File: src/rtl/spi_pkg.sv
// Shared definitions for the AHB SPI master: register map, CTRL/STATUS bit positions, FSM states.
// No logic; no latency.
// No flow control.
package spi_pkg;

   localparam int SPI_BITS = 8;

   localparam logic [1:0] REG_CTRL   = 2'd0;
   localparam logic [1:0] REG_DATA   = 2'd1;
   localparam logic [1:0] REG_STATUS = 2'd2;

   localparam int CTRL_CPOL      = 8;
   localparam int CTRL_CPHA      = 9;
   localparam int CTRL_CSSEL_LSB = 10;
   localparam int CTRL_CSHOLD    = 13;
   localparam int CTRL_IRQEN     = 14;

   localparam int STAT_BUSY = 0;
   localparam int STAT_RXV  = 1;
   localparam int STAT_OVR  = 2;

   // Index of the final SCK edge in a byte (16 edges, counted from 0).
   localparam logic [3:0] EDGE_LAST = 4'(2 * SPI_BITS - 1);

   typedef enum logic [1:0] {
      ST_IDLE,
      ST_SETUP,
      ST_SHIFT,
      ST_HOLD
   } spi_state_t;

   typedef struct packed {
      logic       irqen;
      logic       cshold;
      logic [2:0] cssel;
      logic       cpha;
      logic       cpol;
      logic [7:0] div;
   } ctrl_t;

endpackage

File: src/rtl/spi_shift_engine.sv
// SPI byte shifter: divider, SETUP/SHIFT/HOLD sequencing, SCK/MOSI/CS generation.
// Latency: busy for 18*(div+1) clk cycles from start; done pulses in the last busy cycle.
// No backpressure: start is only honoured while idle.
module spi_shift_engine
   import spi_pkg::*;
#(
   parameter int NCS = 4
) (
   input  logic                clk,
   input  logic                rst,
   input  logic                start,
   input  logic [SPI_BITS-1:0] tx_byte,
   input  logic [7:0]          div,
   input  logic                cpol,
   input  logic                cpha,
   input  logic [2:0]          cssel,
   input  logic                cshold,
   input  logic                miso,
   output logic                busy,
   output logic                done,
   output logic [SPI_BITS-1:0] rx_byte,
   output logic                sck,
   output logic                mosi,
   output logic [NCS-1:0]      cs_n
);

   spi_state_t          state;
   spi_state_t          state_nxt;
   logic [7:0]          div_cnt;
   logic [3:0]          edge_cnt;
   logic [SPI_BITS-1:0] tx_sr;
   logic [SPI_BITS-1:0] rx_sr;
   logic [NCS-1:0]      cs_sel;
   logic                tick;
   logic                leading;

   assign tick    = (div_cnt == div);
   assign leading = ~edge_cnt[0];
   assign busy    = (state != ST_IDLE);
   assign rx_byte = rx_sr;

   // Out-of-range CSSEL leaves every chip select deasserted.
   always_comb begin
      cs_sel = '1;
      for (int i = 0; i < NCS; i++) begin
         cs_sel[i] = (int'(cssel) != i);
      end
   end

   always_ff @(posedge clk or posedge rst) begin
      if (rst) begin
         state <= ST_IDLE;
      end else begin
         state <= state_nxt;
      end
   end

   always_comb begin
      state_nxt = state;
      done      = 1'b0;
      case (state)
         ST_IDLE:  if (start) state_nxt = ST_SETUP;
         ST_SETUP: if (tick) state_nxt = ST_SHIFT;
         ST_SHIFT: if (tick && edge_cnt == EDGE_LAST) state_nxt = ST_HOLD;
         ST_HOLD: begin
            if (tick) begin
               state_nxt = ST_IDLE;
               done      = 1'b1;
            end
         end
         default:  state_nxt = ST_IDLE;
      endcase
   end

   always_ff @(posedge clk or posedge rst) begin
      if (rst) begin
         div_cnt  <= '0;
         edge_cnt <= '0;
         tx_sr    <= '0;
         rx_sr    <= '0;
         sck      <= 1'b0;
         mosi     <= 1'b0;
         cs_n     <= '1;
      end else begin
         div_cnt <= (state == ST_IDLE || tick) ? 8'd0 : div_cnt + 8'd1;
         case (state)
            ST_IDLE: begin
               sck <= cpol;
               if (!cshold) cs_n <= '1;
               if (start) begin
                  tx_sr    <= tx_byte;
                  cs_n     <= cs_sel;
                  edge_cnt <= '0;
                  if (!cpha) mosi <= tx_byte[SPI_BITS-1];
               end
            end
            ST_SHIFT: begin
               if (tick) begin
                  sck      <= ~sck;
                  edge_cnt <= edge_cnt + 4'd1;
                  // Mode 0/2 samples on the leading edge, modes 1/3 launch on it.
                  if (leading == !cpha) begin
                     rx_sr <= {rx_sr[SPI_BITS-2:0], miso};
                  end else begin
                     tx_sr <= {tx_sr[SPI_BITS-2:0], 1'b0};
                     mosi  <= cpha ? tx_sr[SPI_BITS-1] : tx_sr[SPI_BITS-2];
                  end
               end
            end
            ST_HOLD: begin
               if (tick && !cshold) cs_n <= '1;
            end
            default: ;
         endcase
      end
   end

endmodule

File: src/rtl/ahb_spi_master.sv
// AHB-Lite slave with CTRL/DATA/STATUS registers driving a byte-wide SPI master; SPI_IRQ_EN adds SPI_IRQ and CTRL.IRQEN.
// Latency: zero wait states; writes land in the data-phase cycle, reads are combinational from the registered address.
// No backpressure: HREADYOUT is tied high; a DATA write while busy is dropped and flags OVR.
module ahb_spi_master
   import spi_pkg::*;
#(
   parameter int         NCS       = 4,
   parameter logic [7:0] DIV_RESET = 8'd3
) (
   input  logic           HCLK,
   input  logic           HRESET,
   input  logic           HSEL,
   input  logic [31:0]    HADDR,
   input  logic [1:0]     HTRANS,
   input  logic           HWRITE,
   input  logic [31:0]    HWDATA,
   output logic [31:0]    HRDATA,
   output logic           HREADYOUT,
   output logic           HRESP,
   output logic           SPI_SCK,
   output logic           SPI_MOSI,
   input  logic           SPI_MISO,
   output logic [NCS-1:0] SPI_CS_N
`ifdef SPI_IRQ_EN
   ,
   output logic           SPI_IRQ
`endif
);

`ifdef SPI_IRQ_EN
   localparam bit IRQ_BUILD = 1'b1;
`else
   localparam bit IRQ_BUILD = 1'b0;
`endif

   logic                dph_vld;
   logic                dph_wr;
   logic [1:0]          dph_addr;
   ctrl_t               ctrl_q;
   ctrl_t               ctrl_nxt;
   logic [SPI_BITS-1:0] rx_q;
   logic                rxv_q;
   logic                ovr_q;
   logic                busy;
   logic                done;
   logic [SPI_BITS-1:0] rx_byte;
   logic                wr_ctrl;
   logic                wr_data;
   logic                wr_status;
   logic                rd_data;
   logic [2:0]          status;
   logic                unused_ok;

   assign HREADYOUT = 1'b1;
   assign HRESP     = 1'b0;
   assign unused_ok = ^{HADDR[31:4], HADDR[1:0], HTRANS[0], HWDATA[31:15]};

   assign wr_ctrl   = dph_vld && dph_wr && dph_addr == REG_CTRL;
   assign wr_data   = dph_vld && dph_wr && dph_addr == REG_DATA;
   assign wr_status = dph_vld && dph_wr && dph_addr == REG_STATUS;
   assign rd_data   = dph_vld && !dph_wr && dph_addr == REG_DATA;

   always_ff @(posedge HCLK or posedge HRESET) begin
      if (HRESET) begin
         dph_vld  <= 1'b0;
         dph_wr   <= 1'b0;
         dph_addr <= '0;
      end else begin
         dph_vld  <= HSEL & HTRANS[1];
         dph_wr   <= HWRITE;
         dph_addr <= HADDR[3:2];
      end
   end

   // Only CSHOLD may change mid-transfer; the engine sees ctrl_nxt.cshold so a release lands next cycle.
   always_comb begin
      ctrl_nxt = ctrl_q;
      if (wr_ctrl) begin
         ctrl_nxt.cshold = HWDATA[CTRL_CSHOLD];
         if (!busy) begin
            ctrl_nxt.div   = HWDATA[7:0];
            ctrl_nxt.cpol  = HWDATA[CTRL_CPOL];
            ctrl_nxt.cpha  = HWDATA[CTRL_CPHA];
            ctrl_nxt.cssel = HWDATA[CTRL_CSSEL_LSB +: 3];
            ctrl_nxt.irqen = IRQ_BUILD & HWDATA[CTRL_IRQEN];
         end
      end
   end

   always_ff @(posedge HCLK or posedge HRESET) begin
      if (HRESET) begin
         ctrl_q <= '{irqen: 1'b0, cshold: 1'b0, cssel: 3'd0, cpha: 1'b0, cpol: 1'b0, div: DIV_RESET};
         rx_q   <= '0;
         rxv_q  <= 1'b0;
         ovr_q  <= 1'b0;
      end else begin
         ctrl_q <= ctrl_nxt;
         if (done) rx_q <= rx_byte;
         if (done) begin
            rxv_q <= 1'b1;
         end else if (rd_data) begin
            rxv_q <= 1'b0;
         end
         if ((wr_data && busy) || (done && rxv_q)) begin
            ovr_q <= 1'b1;
         end else if (wr_status && HWDATA[STAT_OVR]) begin
            ovr_q <= 1'b0;
         end
      end
   end

   always_comb begin
      status            = '0;
      status[STAT_BUSY] = busy;
      status[STAT_RXV]  = rxv_q;
      status[STAT_OVR]  = ovr_q;
   end

   always_comb begin
      HRDATA = '0;
      if (dph_vld && !dph_wr) begin
         case (dph_addr)
            REG_CTRL:   HRDATA = 32'(ctrl_q);
            REG_DATA:   HRDATA = 32'(rx_q);
            REG_STATUS: HRDATA = 32'(status);
            default:    HRDATA = '0;
         endcase
      end
   end

`ifdef SPI_IRQ_EN
   always_ff @(posedge HCLK or posedge HRESET) begin
      if (HRESET) begin
         SPI_IRQ <= 1'b0;
      end else begin
         SPI_IRQ <= ctrl_q.irqen & (rxv_q | ovr_q);
      end
   end
`endif

   spi_shift_engine #(
      .NCS (NCS)
   ) u_engine (
      .clk     (HCLK),
      .rst     (HRESET),
      .start   (wr_data && !busy),
      .tx_byte (HWDATA[SPI_BITS-1:0]),
      .div     (ctrl_q.div),
      .cpol    (ctrl_q.cpol),
      .cpha    (ctrl_q.cpha),
      .cssel   (ctrl_q.cssel),
      .cshold  (ctrl_nxt.cshold),
      .miso    (SPI_MISO),
      .busy    (busy),
      .done    (done),
      .rx_byte (rx_byte),
      .sck     (SPI_SCK),
      .mosi    (SPI_MOSI),
      .cs_n    (SPI_CS_N)
   );

endmodule
File: config.mk
export PLATFORM = sky130hd
export DESIGN_NAME = ahb_spi_master
export DESIGN_NICKNAME = d
export VERILOG_FILES = /design/src/rtl/spi_pkg.sv /design/src/rtl/spi_shift_engine.sv /design/src/rtl/ahb_spi_master.sv
export SDC_FILE = /design/constraint.sdc
export NUM_CORES = 1
export LEC_CHECK = 0
export CORE_UTILIZATION = 50
export CTS_CLUSTER_SIZE = 12
export DETAILED_ROUTE_END_ITERATION = 12
export PLACE_DENSITY = 0.86
export SLEW_MARGIN = 20
export SYNTH_ARGS = -nofsm -noshare
export SYNTH_HDL_FRONTEND = slang
export SYNTH_SLANG_ARGS = --single-unit
File: constraint.sdc
create_clock -name HCLK -period 3.2 [get_ports HCLK]
set_clock_uncertainty 0.1 [all_clocks]
set_input_delay 0.48 -clock HCLK [delete_from_list [all_inputs] [get_ports HCLK]]
set_output_delay 0.48 -clock HCLK [all_outputs]
set_load 0.05 [all_outputs]
==> summary.txt, run 1 <==
Clock network
  • Post-CTS Hold Buffers: 0
  • Clock Latency Late Sink: 0.35 ns
  • Root Buffer Master: clkbuf_8
  • CTS sink cnt: 64
  • Clock-pin slew on the worst setup and hold paths: 0.07 ns
  • CTS Buffer Depth: 2
  • H-Tree Depth: 3
  • CTS Buf Count: 9
  • Clock tree from TritonCTS: done

Global routing
  • Total gr overflow: 0
  • Initial antenna violation count: 0
  • Largest net degree at the start of global routing: 27
  • Vias in the first global route: 2,353
  • Total Routing Usage GR: 21.4%
  • First-pass GRT wire length: 11,500 µm

Detailed routing
  • Vias: 2,289
  • Wl on met1: 2970 µm
  • Vias/cell: 5.42
  • Routed length on met3: 413 µm
  • Met2 WL post-DR: 3240 µm
  • Post-DRT Antenna Nets: 0
  • Drt first pass iters: 4
  • DRC viols: 0
  • Initial DRC count: 112
  • Max Used Layer: met4
  • WL final: 6680 µm
  • Average wire per standard cell: 15.8 µm

Floorplan
  • Placeable Area: 0.00639 mm²
  • Die Y: 83.4 µm
  • Die width: 83.4 µm
  • Std-Cell Rows: 29
  • Ports: 111
  • Initial Util: 51.9%
  • Die Footprint: 0.00696 mm²

Worst hold path
  • Hold Crit Class: flop to flop
  • Hold_sp: u_engine.tx_sr[7]$_DFFE_PP0P_

Logic synthesis
  • Post-synthesis mux area share: 18.0%
  • Number of synthesized flops with an enable pin: 0
  • Synth Area per Inst: 11.3 µm²
  • Synth warn: 0
  • Ranking of synthesized cells by area: dfrtp_1, mux2_2, mux2_1, dfstp_2, buf_4
  • Post-synthesis adder-cell area fraction: 2.26%
  • Synth async-reset ratio: 100%
  • #FFs+latches synth: 64
  • Synth cell count leaders: dfrtp_1, mux2_2, nor2_1, buf_4, mux2_1
  • Synth cell types: 44
  • Post-synth top flop: dfrtp_1
  • Top-count cell post-synth: dfrtp_1
  • Post-synth top area share: 43.8%
  • Mapped Area: 0.00332 mm²
  • Post-Synth XOR/XNOR Area: 4.49%
  • Post-synth top area cell: dfrtp_1
  • Syn Inst Count: 293
  • Main combinational cell family by area after synthesis: multiplexers
  • Simple-gate area share of the yosys netlist: 12.5%
  • Synth Area in Compound Gates: 6.87%
  • Sequential-to-total area share from yosys stat: 48.5%

Critical path
  • CP Launch Point: dph_wr$_DFF_PP0_
  • Setup crit end kind: primary output
  • Crit Path Max Fanout: 8
  • Critical path's largest stage delay: 0.84 ns
  • Crit path max-delay family: buffers and inverters
  • Slowest-stage cell, CP: clkdlybuf4s50_1
  • WP data required: 2.62 ns
  • Crit-path cells: nand2b_1, or2_2, nor3_1, clkdlybuf4s50_1
  • Setup crit start kind: flop
  • R2R Path Start: ctrl_q[1]$_DFFE_PP1P_
  • CP arrival: 2.39 ns
  • Buf/Inv on CP: 1
  • Crit Path Class: flop to primary output

Flow run
  • Max cap viols: 0

Placement
  • GPL Wtd Cong: 0.829
  • PortBufs: 41
  • Post-DP HPWL: 4760 µm
  • Placed inst area: 0.00375 mm²

Power and ir drop
  • Leak: 1.95 nW
  • Psw: 1.04 mW
  • Ratio of total power to cell area: 721 mW/mm²
  • Clock share of power: 26.7%
  • Peak supply drop: 498 µV
  • Sw frac: 36.1%
  • Pint: 1.84 mW
  • Flop pwr share: 41.7%
  • Comb pwr share: 31.6%

Timing
  • Hold Vio Cnt, Final: 0
  • Worst slew pin tran: 0.698 ns
  • Fmax: 0.336 GHz
  • Fin crit share: 92.9%
  • Final setup fails: 0
  • Max-slew violations: 0
  • Worst hold margin: 0.382 ns
  • Post-route setup TNS: 0 ns
  • Min Tclk post-route: 2.97 ns
  • RSZ-0062 raised after global routing: no
  • Relative slew slack: 53.4%

Layout
  • Fillers: 505
  • Area Overhead vs Synth: 20.2%
  • Design Area, Final: 0.00399 mm²
  • Layout cell share with drive strength beyond 1: 18.6%
  • ANT cells: 0
  • Final #Nets: 417
  • Fin util: 62.4%
  • Storage cell area: 0.00161 mm²
  • Multi-input logic area: 0.00154 mm²

Outcome
  • Status: completed
-- state kept, by name (all words and copies together), names as in the netlist, 4 cells and up --
register,cells
u_engine.tx_sr,8
u_engine.rx_byte,8
rx_q,8
u_engine.cs_n,4
u_engine.div_cnt,8
u_engine.edge_cnt,4
ctrl_q,14
-- path summary, 6_finish.rpt --
kind / slack, ns / depth (start not counted) / end
worst min register to register: 0.38 / 1 / u_engine.tx_sr[7]$_DFFE_PP0P_
max in group asynchronous: 1.87 / 3 / u_engine.cs_n[0]$_DFFE_PP1P_
worst max register to register: 0.79 / 6 / u_engine.rx_byte[1]$_DFFE_PP0P_
worst min-delay path: 0.38 / 1 / u_engine.tx_sr[7]$_DFFE_PP0P_
worst max-delay path: 0.23 / 4 / HRDATA[9]
min in group asynchronous: 0.39 / 2 / dph_wr$_DFF_PP0_
-- routing by layer --
layer,global-route usage (%),up-vias
met5,0,-
met4,8.32,0
met3,6.46,5
met2,34.6,81
met1,27.0,1142
li1,-,1061
-- stage by stage --
step           power [mW]  worst slack, ns  cells
2_1_floorplan        1.88            0.589    311
3_3_place_gp         2.07            0.516    406
3_5_place_dp         2.11            0.458    406
4_1_cts              2.89           0.0652    422
5_1_grt              3.04           0.0876    422
6_report             2.87            0.226    422
-- worst reg2reg max path, cell delays in order, from the launching register on --
cell and delay (ns):
dfstp_2 0.57, xor2_1 0.11, nor4_4 0.35, and2_1 0.19, buf_4 0.16, and3_1 0.44
mux2_1 0.37
-- final cells by class --
| type | instances | area share, % |
|---|---|---|
| sequential | 64 | 40.4 |
| multi-input combinational | 205 | 38.5 |
| timing repair buffer | 49 | 12.1 |
| clock buffer | 9 | 3.11 |
| clock inverter | 7 | 2.42 |
| tap | 77 | 2.42 |
| inverter | 11 | 1.04 |
-- cells in the final DEF (no fill, tap or decap), types with 2 or more instances in the layout --
cell type	synthesis	layout
nor2b_1	3	3
dfstp_2	6	6
nand3_1	11	11
mux2i_1	10	10
xor2_1	15	15
bufinv_16	0	2
mux2_1	20	20
nor3_1	6	6
mux2_2	24	24
or2_2	2	2
a211o_1	2	2
nand2b_1	2	2
clkdlybuf4s50_1	0	36
xnor2_1	2	2
buf_4	21	8
and3_1	3	3
dlymetal6s2s_1	0	5
and2_1	7	7
nand2_1	12	12
or3_1	2	2
o32a_1	2	2
nor2_1	24	24
o21a_1	2	2
o21ai_0	7	7
nor4_4	2	2
clkbuf_8	0	9
inv_1	11	10
ha_1	6	6
a21oi_1	7	7
clkinvlp_4	0	3
conb_1	2	20
dfrtp_1	58	58
-- power by group through the flow --
stage	Clock [mW]	Combinational [mW]	Sequential, mW
after floorplan	0	0.695	1.19
after global placement	0	0.873	1.20
after detailed placement	0	0.901	1.21
after CTS	0.780	0.908	1.20
after global routing	0.815	1.00	1.22
final	0.766	0.907	1.20
-- kinds of logic after synthesis --
kind of cell / count (synthesis)
compound gates: 31
buf+inv: 42
flops: 64
xor+xnor: 17
simple gates: 77
mux: 54
other cells: 2
fa+ha+maj: 6
-- timing repair --
| item | CTS | global route |
|---|---|---|
| buffers inserted | 0 | 0 |
| endpoints found under the setup margin | 0 | 5 |
| resized for setup | 0 | 5 |
No activity file was read; power rests on OpenSTA's default activity.
==> run 2: changes to the inputs <==
--- a/config.mk
+++ b/config.mk
@@ -5,10 +5,10 @@
 export SDC_FILE = /design/constraint.sdc
 export NUM_CORES = 1
 export LEC_CHECK = 0
-export CORE_UTILIZATION = 50
+export CORE_UTILIZATION = 42
 export CTS_CLUSTER_SIZE = 12
 export DETAILED_ROUTE_END_ITERATION = 12
-export PLACE_DENSITY = 0.86
+export PLACE_DENSITY = 0.77
 export SLEW_MARGIN = 20
 export SYNTH_ARGS = -nofsm -noshare
 export SYNTH_HDL_FRONTEND = slang
==> constraint.sdc (replaced) <==
create_clock -name HCLK -period 2.43 [get_ports HCLK]
set_clock_uncertainty 0.1 [all_clocks]
set_input_delay 0.3645 -clock HCLK [delete_from_list [all_inputs] [get_ports HCLK]]
set_output_delay 0.3645 -clock HCLK [all_outputs]
set_load 0.05 [all_outputs]
==> summary.txt, run 2 (synthesis results as in run 1) <==
Outcome
  • Status: completed

Power and ir drop
  • Peak supply drop: 360 µV
  • Sw frac: 35.9%
  • Flop pwr share: 41.4%
  • Clock share of power: 26.6%
  • Pint: 2.44 mW
  • Comb pwr share: 32.0%
  • Leak: 1.94 nW
  • Psw: 1.37 mW
  • Ratio of total power to cell area: 909 mW/mm²

Layout
  • Area Overhead vs Synth: 26.5%
  • Max reg flops: 14
  • Design Area, Final: 0.00419 mm²
  • Layout cell share with drive strength beyond 1: 24.1%
  • Commonest cells after routing, fill and taps aside: dfrtp_1, clkdlybuf4s50_1, mux2_2
  • Most common cell after layout, fill and taps aside: dfrtp_1
  • Fillers: 634
  • Final #Nets: 420
  • ANT cells: 0
  • Most flop-heavy register: ctrl_q

Global routing
  • Total Routing Usage GR: 17.8%
  • Largest net degree at the start of global routing: 47
  • Initial antenna violation count: 0
  • First-pass GRT wire length: 11,300 µm
  • Vias in the first global route: 2,271
  • Total gr overflow: 0

Floorplan
  • Die Y: 90.9 µm
  • Placeable Area: 0.00769 mm²
  • Die Footprint: 0.00825 mm²
  • Ports: 111
  • Std-Cell Rows: 32
  • Initial Util: 43.1%
  • Die width: 90.9 µm

Detailed routing
  • Vias/cell: 5.03
  • WL final: 6670 µm
  • DRC viols: 0
  • Initial DRC count: 139
  • Post-DRT Antenna Nets: 0
  • Average wire per standard cell: 14.8 µm
  • Drt first pass iters: 4
  • Vias: 2,264

Worst hold path
  • Hold Crit Class: primary input to async pin

Timing
  • Post-route setup TNS: 0 ns
  • RSZ-0062 raised after global routing: no
  • Fmax: 0.430 GHz
  • Max-slew violations: 0
  • Hold Vio Cnt, Final: 0
  • Fin crit share: 95.8%
  • Min Tclk post-route: 2.33 ns
  • Final setup fails: 0

Clock network
  • Clock tree from TritonCTS: done
  • Clock-pin slew on the worst setup and hold paths: 0.07 ns
  • Clock Latency Late Sink: 0.34 ns
  • Root Buffer Master: clkbuf_8
  • H-Tree Depth: 3
  • CTS Buf Count: 9
  • CTS Buffer Depth: 2
  • Setup Buffers After CTS: 0
  • CTS sink cnt: 64

Critical path
  • Setup crit end kind: primary output
  • CP arrival: 1.86 ns
  • Crit Path Max Fanout: 8
  • WP data required: 1.97 ns
  • Crit Path Class: flop to primary output
  • Setup crit start kind: flop

Placement
  • Placed inst area: 0.00396 mm²
  • Post-DP HPWL: 4860 µm
  • PortBufs: 41
  • GPL Wtd Cong: 0.859

Flow run
  • Max cap viols: 0
==> run 2: cell count changes in the layout (fill, tap and decap cells not counted), sizes merged <==
cell,previous run,this run
buf,8,25
clkdlybuf4s50,36,27
dlymetal6s2s,5,0
==> run 2: per-layer routing <==
metal	vias up	routed length [µm]	track usage, %
met3	9	312	4.71
met5	-	0	0
met1	1115	2890	22.5
li1	1070	-	-
met4	0	123	7.67
met2	70	3350	28.9
==> run 2: final timing paths <==
| path | end | startpoint | slack (ns) | depth (start not counted) |
|---|---|---|---|---|
| worst max register to register | u_engine.rx_byte[3]$_DFFE_PP0P_ | ctrl_q[1]$_DFFE_PP1P_ | 0.25 | 5 |
| worst max-delay path | HRDATA[13] | dph_wr$_DFF_PP0_ | 0.10 | 5 |
| min in group HCLK | dph_wr$_DFF_PP0_ | HWRITE | 0.37 | 1 |
| max in group asynchronous | ctrl_q[0]$_DFFE_PP1P_ | HRESET | 1.33 | 3 |
| worst min register to register | u_engine.rx_byte[7]$_DFFE_PP0P_ | u_engine.rx_byte[7]$_DFFE_PP0P_ | 0.39 | 1 |
| worst min-delay path | u_engine.state[1]$_DFFE_PP0P_ | HRESET | 0.25 | 2 |
==> run 2: cell type report <==
cell class                 instances  area [µm²]  area share, %
sequential                        64        1610           38.4
tap                              102         128           3.04
clock buffer                       9         124           2.95
timing repair buffer              52         646           15.4
multi-input combinational        205        1550           36.9
inverter                          11        41.3          0.985
clock inverter                     7        96.3           2.30
==> run 2: critical path: stages (launching register included) <==
cell and delay [ns]:
dfrtp_1 0.39, nand2b_1 0.21, or2_2 0.42, nor2_4 0.15, and2_1 0.20, buf_12 0.15
==> run 2: what timing repair did <==
action                     4_1_cts  5_1_grt
resized for setup                1        2
setup endpoints to repair        5        8
hold buffers                     0        0
==> run 2: stage by stage <==
stage | hold WS, ns | total power, mW | setup WS, ns | instances | util, %
after floorplan | 0.296 | 2.48 | 0.191 | 311 | -
after global placement | 0.362 | 2.76 | 0.207 | 434 | 51.6
after detailed placement | 0.374 | 2.81 | 0.154 | 434 | 51.6
after CTS | 0.249 | 3.83 | 0.0566 | 450 | 54.5
after global routing | 0.280 | 4.03 | 0.0326 | 450 | 54.5
final | 0.248 | 3.81 | 0.103 | 450 | 54.5
==> run 2: power groups by stage <==
stage / Clock, mW / Sequential, mW / Combinational, mW
floorplan: 0 / 1.56 / 0.916
global placement: 0 / 1.58 / 1.19
detailed placement: 0 / 1.60 / 1.22
CTS: 1.03 / 1.58 / 1.22
global route: 1.09 / 1.61 / 1.34
finish: 1.01 / 1.58 / 1.22
==> run 3: changes to the inputs <==
--- a/config.mk
+++ b/config.mk
@@ -5,6 +5,7 @@
 export SDC_FILE = /design/constraint.sdc
 export NUM_CORES = 1
 export LEC_CHECK = 0
+export CAP_MARGIN = 0
 export CORE_UTILIZATION = 42
 export CTS_CLUSTER_SIZE = 12
 export DETAILED_ROUTE_END_ITERATION = 12
==> results of run 3 <==
Final layout, timing and power as in run 2 (identical DEF).
